`src/rtl/ifetch_unit.sv`:
```
// Instruction-fetch stage: PC register, next-PC selection, synchronous BRAM addressing,
// program-load hold and sticky misaligned-target fault.
module ifetch_unit #(
    parameter int          ADDR_W   = 14,
    parameter logic [31:0] RESET_PC = 32'h0000_0000
) (
    input  logic              clock,
    input  logic              reset,
    output logic [ADDR_W-1:0] imem_addr,
    input  logic [31:0]       imem_rdata,
    output logic [31:0]       Instruction,
    output logic [31:0]       opcplus4,
    output logic [31:0]       pc,
    input  logic [31:0]       Addr_result,
    input  logic [31:0]       Read_data_1,
    input  logic              Branch,
    input  logic              nBranch,
    input  logic              Jmp,
    input  logic              Jal,
    input  logic              Jr,
    input  logic              Zero,
    input  logic              stall,
    input  logic              upg_rst,
    output logic              fault,
    output logic [31:0]       retired
);

    typedef enum logic [1:0] {RUN, LOAD, FAULT} state_t;

    state_t      state, state_nxt;
    logic [31:0] pc_plus4;
    logic [31:0] target;
    logic [31:0] next_pc;
    logic        advance;

    assign pc_plus4 = pc + 32'd4;
    assign opcplus4 = pc_plus4;

    always_comb begin
        target = pc_plus4;
        if (Jr)
            target = Read_data_1;
        else if (Jmp || Jal)
            target = {pc_plus4[31:28], Instruction[25:0], 2'b00};
        else if ((Branch && Zero) || (nBranch && !Zero))
            target = Addr_result;
    end

    // A misaligned target never reaches pc or memory; the fetch address holds instead.
    always_comb begin
        state_nxt = state;
        next_pc   = pc;
        advance   = 1'b0;
        case (state)
            RUN: begin
                if (upg_rst)
                    state_nxt = LOAD;
                else if (!stall) begin
                    if (target[1:0] != 2'b00)
                        state_nxt = FAULT;
                    else begin
                        next_pc = target;
                        advance = 1'b1;
                    end
                end
            end
            LOAD: begin
                if (!upg_rst) begin
                    state_nxt = RUN;
                    next_pc   = RESET_PC;
                end
            end
            FAULT: begin
                if (upg_rst)
                    state_nxt = LOAD;
            end
            default: state_nxt = RUN;
        endcase
    end

    assign imem_addr   = reset ? RESET_PC[ADDR_W+1:2] : next_pc[ADDR_W+1:2];
    assign Instruction = (state == RUN && !reset) ? imem_rdata : 32'h0;

    always_ff @(posedge clock or posedge reset) begin
        if (reset) begin
            state   <= RUN;
            pc      <= RESET_PC;
            fault   <= 1'b0;
            retired <= 32'd0;
        end else begin
            state <= state_nxt;
            pc    <= next_pc;
            fault <= (state_nxt == FAULT);
            if (state == LOAD && !upg_rst)
                retired <= 32'd0;
            else if (advance)
                retired <= retired + 32'd1;
        end
    end

endmodule
```
`config.mk`:
```
export PLATFORM = sky130hd
export DESIGN_NAME = ifetch_unit
export DESIGN_NICKNAME = d
export VERILOG_FILES = /design/src/rtl/ifetch_unit.sv
export SDC_FILE = /design/constraint.sdc
export NUM_CORES = 1
export LEC_CHECK = 0
export ABC_AREA = 0
export BUFFER_PORTS_ARGS = -buffer_cell sky130_fd_sc_hd__clkbuf_2
export CAP_MARGIN = 20
export CORE_MARGIN = 2
export CORE_UTILIZATION = 47
export DETAILED_ROUTE_END_ITERATION = 12
export GPL_TIMING_DRIVEN = 0
export PLACE_DENSITY_LB_ADDON = 0.12
export SYNTH_ARGS = -nofsm -noshare
export SYNTH_HDL_FRONTEND = slang
export SYNTH_SLANG_ARGS = --single-unit
```
`constraint.sdc`:
```
create_clock -name clock -period 5 [get_ports clock]
set_clock_uncertainty 0.1 [all_clocks]
set_input_delay 1 -clock clock [delete_from_list [all_inputs] [get_ports clock]]
set_output_delay 1 -clock clock [all_outputs]
set_load 0.005 [all_outputs]
```
==> results.md, run 1 <==
- Setup bufs post-CTS: 0
- Largest net degree at the start of global routing: 68
- Flops & latches, synth: 67
- Post-CTS Resized: 0
- Vias in the first global route: 5,248
- Setup Viol. Count Final: 0
- Antenna diodes: 0
- Top_reg_cell synth: dfrtp_1
- XOR/XNOR Fraction of Synth Area: 9.01%
- Post-synthesis mux area share: 0.979%
- CP Capture Type: output pin
- VDD IR max: 0.000146 V
- Initial core utilization: 47.7%
- Fin. Hold Viols: 0
- First-pass GRT wire length: 29,000 µm
- Hold Crit Class: reg -> reg
- Total GRT Usage: 33.4%
- Cts bufs inserted: 9
- P&R area growth vs syn: 33.6%
- Max Freq: 214 MHz
- Compound-Gate Fraction of Synth Area: 18.4%
- Synth top area cells: dfrtp_1 35%, xnor2_1 6.3%, nor2_1 5.9%, and2_1 5.5%, nand2_1 4.3%
- ANT nets after route: 0
- Hpwl dp: 14,500 µm
- Synth top cells by count: 77 x nor2_1, 67 x dfrtp_1, 56 x nand2_1, 43 x and2_1, 38 x o21ai_0
- Startpoint types: input port
- Slew at the pin closest to its max-slew limit: 0.762 ns
- Leakage: between 3 and 4 nW
- Post-synthesis simple-gate area fraction: a little under a third
- H-Tree Depth: 3
- Critical Path AT: 3.58 ns
- Gate Count Post-Synth: roughly 600
- Crit Path Class: in -> out
- Die Span X: 106 µm
- RePlAce Congestion: about 0.95
- Distinct cell type count after synthesis: between 70 and 80
- Routed via count: about 5.7k
- Rel. slew slack: between 40% and 50%
- Core area: between 0.01 and 0.015 mm²
- Sink Count: 67
- CTS clk-pin slew, worst paths: 0.08 ns
- Area of the die: approximately 0.011 mm²
- Antenna violations before repair: 0
- Cts hold-fix bufs: 0
- Syn avg cell area: slightly above 8 µm²
- Synth Net Count: 707
- Nets: 967
- DRC violations left: 0
- CTS Root Cell: clkbuf_8
- Fin Setup TNS: 0 ns
- WL/cell: 18.8 µm
- Top-count cell post-synth: nor2_1
- Combinational family with the most area after synthesis: simple AND/OR/NAND/NOR gates
- Crit Path Max Fanout: 10
- Post-Syn Area: just under 0.005 mm²
- Adder-Cell Fraction of Synth Area: 0.515%
- Crit path required time: 3.90 ns
- Top Ports: 249
- Maxcap violations: 0
- Final design utilization: 63.7%
- Crit share post-route: approximately 94%
- Max-slew violation count: 0
- Status: complete, no violations
- GR Overflow Total: 0
- Synth top area share: 34.5%
- Largest area contributor in the netlist: dfrtp_1
- Clock Tree Buf Depth: 2
- Drt first pass iters: 5
- Worst skew pair latency: 0.36 ns
- Crit path time final: 4.68 ns
- Mean number of vias per cell: 5.68
- Synth async-reset ratio: 100%
- EDFF count, synth: 0
- CTS tree: built
- Chip height: 106 µm
- RSZ-0062 raised after global routing: no
- Sequential share of the synthesized area: 34.5%
- YS warnings: 0
- Pwr Density: 210 mW/mm²
- Layout cells sized above 1: between 30% and 40%
- Final wirelength: between 15,000 and 20,000 µm
- Std cell rows: 37
- Initial DRC Count: between 400 and 500
- IO Port Bufs: approximately 250
[flip-flops by register name (all words and copies together) (netlist names)]
signal   count
retired     32
state        2
pc          32
fault        1
[layout make-up]
| type | instances | area, µm² |
|---|---|---|
| Fill cell | 961 | 3690 |
| Multi-Input combinational cell | 478 | 2950 |
| Sequential cell | 67 | 1680 |
| Timing Repair Buffer | 249 | 1270 |
| Tap cell | 136 | 170 |
| Clock buffer | 11 | 151 |
| Buffer | 32 | 150 |
| Inverter | 22 | 82.6 |
| Clock inverter | 5 | 37.5 |
[layout by cell type, fill, tap and decap left out, drive strengths merged, types with 8 or more instances in the layout]
master	instances
nor2	79
nor3	25
nand3	26
o21ai	38
and2	43
and3	14
a22o	8
dfrtp	67
nand4	17
nand2	56
a21oi	22
xnor2	35
inv	22
buf	12
clkbuf	280
a22oi	11
nor4	9
xor2	15
[logic make-up after synthesis]
logic type                 Yosys count
and+or+nand+nor                    293
buffers and inverters               54
AOI/OAI and AO/OA                  130
xor gates and xnor gates            50
muxes                                3
DFF                                 67
adders and majority gates            2
[power breakdown]
part	switching [mW]	internal [mW]
Combinational	0.186	0.137
Sequential	0.0371	0.563
Clock	0.233	0.208
Total	0.456	0.907
[worst paths after layout]
path | startpoint | endpoint | depth (start not counted) | slack, ns
worst max-delay path | Jal | imem_addr[13] | 9 | 0.32
worst min-delay path | retired[31] | retired[31] | 2 | 0.45
worst max register to register | state[1] | pc[17] | 8 | 2.17
worst min register to register | retired[31] | retired[31] | 2 | 0.45
max in group asynchronous | reset | retired[23] | 4 | 3.51
min in group asynchronous | reset | pc[10] | 3 | 0.72
[through the flow]
stage | cell area (µm²) | setup WS [ns] | hold WS [ns] | power [mW] | instances
after CTS | 6490 | 0.418 | 0.456 | 1.36 | 1000
final | 6490 | 0.325 | 0.452 | 1.36 | 1000
after detailed placement | 6300 | 0.436 | 0.444 | 0.928 | 984
after global placement | 6270 | -0.958 | 0.434 | 0.921 | 983
after global routing | 6490 | 0.305 | 0.492 | 1.42 | 1000
after floorplan | 4860 | 0.398 | 0.424 | 0.760 | 599
[critical path, cell delays in order]
cell	delay, ns
clkbuf_2	0.09
or2_1	0.22
clkbuf_1	0.29
nor2_2	0.58
a21oi_1	0.32
nor2_1	0.48
nor3_1	0.15
o32ai_1	0.28
clkbuf_2	0.17
[per-layer routing]
| layer | up-vias | track usage (%) | part of all wire [%] |
|---|---|---|---|
| li1 | 2659 | - | - |
| met2 | 289 | 55.0 | 48 |
| met4 | 0 | 10.4 | 1.7 |
| met5 | - | 0 | 0 |
| met1 | 2711 | 45.0 | 42 |
| met3 | 25 | 5.44 | 8.7 |
Power figures use the tool's default switching activity.
==> inputs of run 2 (changes only) <==
--- a/config.mk
+++ b/config.mk
@@ -12,7 +12,8 @@
 export CORE_UTILIZATION = 47
 export DETAILED_ROUTE_END_ITERATION = 12
 export GPL_TIMING_DRIVEN = 0
-export PLACE_DENSITY_LB_ADDON = 0.12
+export PLACE_DENSITY = 0.82
+export SKIP_LAST_GASP = 1
 export SYNTH_ARGS = -nofsm -noshare
 export SYNTH_HDL_FRONTEND = slang
 export SYNTH_SLANG_ARGS = --single-unit
==> results.md, run 2 (synthesis results as in run 1) <==
- Status: complete, no violations
- Vias in the first global route: 5,241
- Rel. slew slack: between 40% and 50%
- Buf+Inv Stages, Crit Path: 3
- CTS tree: built
- Initial DRC Count: 548
- CP top delay family: simple AND/OR/NAND/NOR gates
- RePlAce Congestion: 0.992
- Final wirelength: around 19,000 µm
- RSZ-0062 raised after global routing: no
- GR Overflow Total: 0
- CTS Root Cell: clkbuf_8
- Pwr Density: 223 mW/mm²
- DRC violations left: 0
- P&R area growth vs syn: 34.1%
- P_sw: 0.467 mW
- Fill cells: about 980
- Setup Viol. Count Final: 0
- Die Span X: 106 µm
- Max-slew violation count: 0
- Initial core utilization: 47.7%
- Total GRT Usage: roughly 32%
- Startpoint types: input port
- Chip height: 106 µm
- Nets: roughly 970
- Top Ports: 249
- Critical Path AT: around 3.4 ns
- Slowest cell on crit path: nor2_2
- CP Cell Sequence: clkbuf_2 -> or2_1 -> clkbuf_1 -> nor2_2 -> a21oi_1 -> nor2_1 -> nor3_1 -> o32ai_1 -> clkbuf_2
- ANT nets after route: 0
- Antenna violations before repair: 0
- CP dominant cell by count: clkbuf_2
- Crit path required time: 3.90 ns
- Mean number of vias per cell: roughly 5.7
- Seq pwr share: 41.3%
- Total internal power: just under 1 mW
- Maxcap violations: 0
- Worst skew pair latency: 0.36 ns
- Crit Path Max Fanout: 10
- Crit Path Class: in -> out
- Setup bufs post-CTS: 0
- Largest net degree at the start of global routing: 42
- Crit share post-route: 90.1%
- Top Registers: pc: 32 flops, retired: 32 flops, state: 2 flops
- IO Port Bufs: between 200 and 250
- Std cell rows: 37
- Largest stage delay on the critical path: 0.56 ns
- Fin. Hold Viols: 0
- H-Tree Depth: 3
- Routed via count: 5,697
- Final design utilization: 64.0%
- Layout cells sized above 1: 35.0%
- Crit path time final: 4.50 ns
- First-pass GRT wire length: roughly 28,000 µm
- Post-CTS Resized: 0
- Sw Ratio: 32.2%
- Comb pwr share: 22.3%
- WHS: approximately 0.46 ns
- Hpwl dp: 14,200 µm
- CTS clk-pin slew, worst paths: about 0.070 ns
- Cts bufs inserted: 9
- Antenna diodes: 0
- Cts hold-fix bufs: 0
- Leakage: 3.27 nW
- Clock share of power: 36.3%
- Core area: 0.0102 mm²
- Commonest non-fill, non-tap cell in the layout: clkbuf_2
- Clock Tree Buf Depth: 2
- Hold Crit Class: reg -> reg
- VDD IR max: 0.000160 V
- Commonest non-fill, non-tap cells in the layout: 249 x clkbuf_2, 77 x nor2_1, 67 x dfrtp_1
- Slew at the pin closest to its max-slew limit: slightly below 0.8 ns
- Drt first pass iters: 5
- CP Capture Type: output pin
- Fin Setup TNS: 0 ns
- Placed inst area: 0.00629 mm²
- WL/cell: between 15 and 20 µm
- Area of the die: 0.0112 mm²
- Max Freq: 222 MHz
- Fin area: 0.00652 mm²
- Sink Count: 67
-- run 2: cell count changes in the layout (fill, tap and decap cells not counted) --
| cell | before | now |
|---|---|---|
| buf_12 | 0 | 1 |
| buf_16 | 1 | 0 |
| bufinv_16 | 0 | 2 |
| clkbuf_8 | 11 | 9 |
| clkinvlp_4 | 2 | 0 |
| inv_6 | 0 | 2 |
-- run 2: power by group through the flow --
stage | logic (mW) | clock network (mW) | registers (mW)
2_1_floorplan | 0.157 | 0 | 0.603
3_3_place_gp | 0.314 | 0 | 0.608
3_5_place_dp | 0.319 | 0 | 0.609
4_1_cts | 0.320 | 0.529 | 0.598
5_1_grt | 0.351 | 0.555 | 0.603
6_report | 0.324 | 0.528 | 0.600
-- run 2: path summary, 6_finish.rpt --
path / start / endpoint / slack [ns] / depth (start not counted)
setup / recovery: Jal / imem_addr[13] / 0.50 / 9
hold / removal: retired[31] / retired[31] / 0.46 / 2
setup reg to reg: state[1] / pc[17] / 2.25 / 8
hold reg to reg: retired[31] / retired[31] / 0.46 / 2
max in group asynchronous: reset / retired[21] / 3.36 / 4
min in group asynchronous: reset / pc[28] / 0.84 / 3
-- run 2: metrics by stage --
step	total power, mW	setup slack, ns	cells
after floorplan	0.760	0.398	599
after global placement	0.922	-0.950	983
final	1.45	0.496	1000
after CTS	1.45	0.567	1000
after global routing	1.51	0.345	1000
after detailed placement	0.927	0.584	984
-- run 2: cell type report --
type	count	area (µm²)	share of cell area (%)
inverters	22	82.6	1.27
well taps	136	170	2.61
repair buffers	249	1260	19.4
clock buffers	9	124	1.90
flip-flops and latches	67	1680	25.7
plain buffers	32	150	2.30
clock inverters	7	100	1.54
multi-input cells	478	2950	45.3
-- run 2: worst register-to-register path, cell delays in order, from the launching register on --
cell and delay [ns]:
dfrtp_1 0.37, buf_2 0.17, nor3_2 0.45, clkbuf_1 0.51
clkbuf_1 0.39, clkbuf_1 0.30, and2_1 0.21, nand3_1 0.08
nand3_1 0.11
-- run 2: routing by layer --
layer,global-route usage (%),share of wire [%],vias to the layer above
li1,-,-,2664
met1,42.2,41,2655
met5,0,0,-
met3,6.74,8.8,51
met2,52.1,47,327
met4,14.0,3.6,0
==> inputs of run 3 (changes only) <==
--- a/config.mk
+++ b/config.mk
@@ -12,7 +12,7 @@
 export CORE_UTILIZATION = 47
 export DETAILED_ROUTE_END_ITERATION = 12
 export GPL_TIMING_DRIVEN = 0
-export PLACE_DENSITY = 0.82
+export PLACE_DENSITY = 0.8
 export SKIP_LAST_GASP = 1
 export SYNTH_ARGS = -nofsm -noshare
 export SYNTH_HDL_FRONTEND = slang
==> results.md, run 3 (synthesis results as in run 1) <==
- Status: complete, no violations
- Initial core utilization: 47.7%
- WL/cell: 18.2 µm
- Hpwl dp: 14,200 µm
- Worst skew pair latency: around 0.36 ns
- Setup Viol. Count Final: 0
- Top Ports: 249
- Leakage: 3.25 nW
- Commonest non-fill, non-tap cells in the layout: 249 x clkbuf_2, 77 x nor2_1, 67 x dfrtp_1
- Setup bufs post-CTS: 0
- IO Port Bufs: 248
- CP Launch Point: Jal
- CTS clk-pin slew, worst paths: 0.08 ns
- Total GRT Usage: between 30 and 40%
- Chip height: 106 µm
- Worst hold path depth: 1
- Final Worst Setup Slack: 0.520 ns
- Nets: roughly 970
- Crit path required time: 3.90 ns
- Cts bufs inserted: 9
- RePlAce Congestion: 0.962
- Final wirelength: 18,200 µm
- DRC violations left: 0
- Pwr Density: between 200 and 250 mW/mm²
- R2r worst-path depth: 8
- Crit Path Max Fanout: 10
- Drt first pass iters: 5
- Maxcap violations: 0
- Slowest cell on crit path: nor2_2
- Antenna violations before repair: 0
- Mean number of vias per cell: 5.73
- Hold endpoint: retired[0]
- ANT nets after route: 0
- Antenna diodes: 0
- Commonest non-fill, non-tap cell in the layout: clkbuf_2
- R2R setup slack: 2.28 ns
- First-pass GRT wire length: about 28,000 µm
- Routed via count: 5,733
- Vias in the first global route: between 5k and 6k
- P&R area growth vs syn: 33.3%
- Largest net degree at the start of global routing: 66
- VDD IR max: 0.000151 V
- Cts hold-fix bufs: 0
- Startpoint types: input port
- GR Overflow Total: 0
- Core area: slightly above 0.01 mm²
- FF-to-FF Start: state[1]
- Worst r2r dst: pc[17]
- Top Registers: pc: 32 flops, retired: 32 flops, state: 2 flops
- Critical Path AT: roughly 3.4 ns
- CP dominant cell by count: clkbuf_2
- Max-slew violation count: 0
- Worst slack, placed: 0.629 ns
- CTS tree: built
- Crit Path Class: in -> out
- Largest stage delay on the critical path: approximately 0.55 ns
- Area of the die: 0.0112 mm²
- CTS Root Cell: clkbuf_8
- Sink Count: 67
- Crit path time final: 4.48 ns
- Post-CTS Resized: 0
- CP Cell Sequence: clkbuf_2 -> or2_1 -> clkbuf_1 -> nor2_2 -> a21oi_1 -> nor2_1 -> nor3_1 -> o32ai_1 -> clkbuf_2
- HP Start: retired[0]
- Layout cells sized above 1: about a third
- RSZ-0062 raised after global routing: no
- Pwr Total: 1.35 mW
- Crit share post-route: 89.6%
- Max Freq: around 220 MHz
- Hold Crit Class: reg -> reg
- Clock Tree Buf Depth: 2
- Final design utilization: 63.6%
- Buf+Inv Stages, Crit Path: 3
- Die Span X: 106 µm
- Rel. slew slack: 41.9%
- CP Capture Type: output pin
- Initial DRC Count: between 300 and 400
- Std cell rows: 37
- CP top delay family: simple AND/OR/NAND/NOR gates
- Fin. Hold Viols: 0
- Slew at the pin closest to its max-slew limit: 0.864 ns
- H-Tree Depth: 3
run 3: cell types whose count changed in the layout (fill, tap and decap cells not counted), sizes merged:
cell and change:
bufinv -2, clkinv +1, clkinvlp +1
run 3: report_power, final:
part	total (mW)	switching (mW)	leakage [nW]	internal (mW)
clock network	0.427	0.243	0.0900	0.183
registers	0.600	0.0370	0.923	0.563
logic	0.319	0.182	2.24	0.137
run 3: worst max-delay path by stage:
stage,to,slack (ns),cells after the start
detailed placement,imem_addr[13],0.63,9
global route,imem_addr[13],0.30,9
finish,imem_addr[13],0.52,9
floorplan,imem_addr[0],0.40,3
CTS,imem_addr[13],0.61,9
global placement,imem_addr[6],-0.94,5
run 3: stage by stage:
step                      setup TNS [ns]  cell area (µm²)  hold slack [ns]  std cells
after floorplan                        0             4860            0.424        599
after global placement            -25.48             6270            0.438        983
after detailed placement               0             6300            0.440        984
after CTS                              0             6480            0.462       1000
after global routing                   0             6480            0.489       1000
final                                  0             6480            0.463       1000
run 3: cell type report:
class                   count  area (µm²)
plain buffers              32         150
clock buffers               9         124
clock inverters             7        52.6
fillers                   951        3710
inverters                  22        82.6
multi-input cells         478        2950
flip-flops and latches     67        1680
well taps                 136         170
repair buffers            249        1270
run 3: worst reg2reg max path, cell delays in order (launching register included):
cell      delay (ns)
dfrtp_1         0.36
buf_2           0.16
nor3_2          0.49
clkbuf_1        0.43
clkbuf_1        0.35
clkbuf_1        0.31
and2_1          0.23
nand3_1         0.10
nand3_1         0.13
run 3: per-layer routing:
layer	track usage (%)	wire length [µm]	vias up	part of all wire, %
li1	-	-	2652	-
met1	39.6	7230	2729	40
met2	52.9	8670	307	48
met3	9.65	1780	45	9.8
met4	12.4	533	0	2.9
met5	0	0	-	0
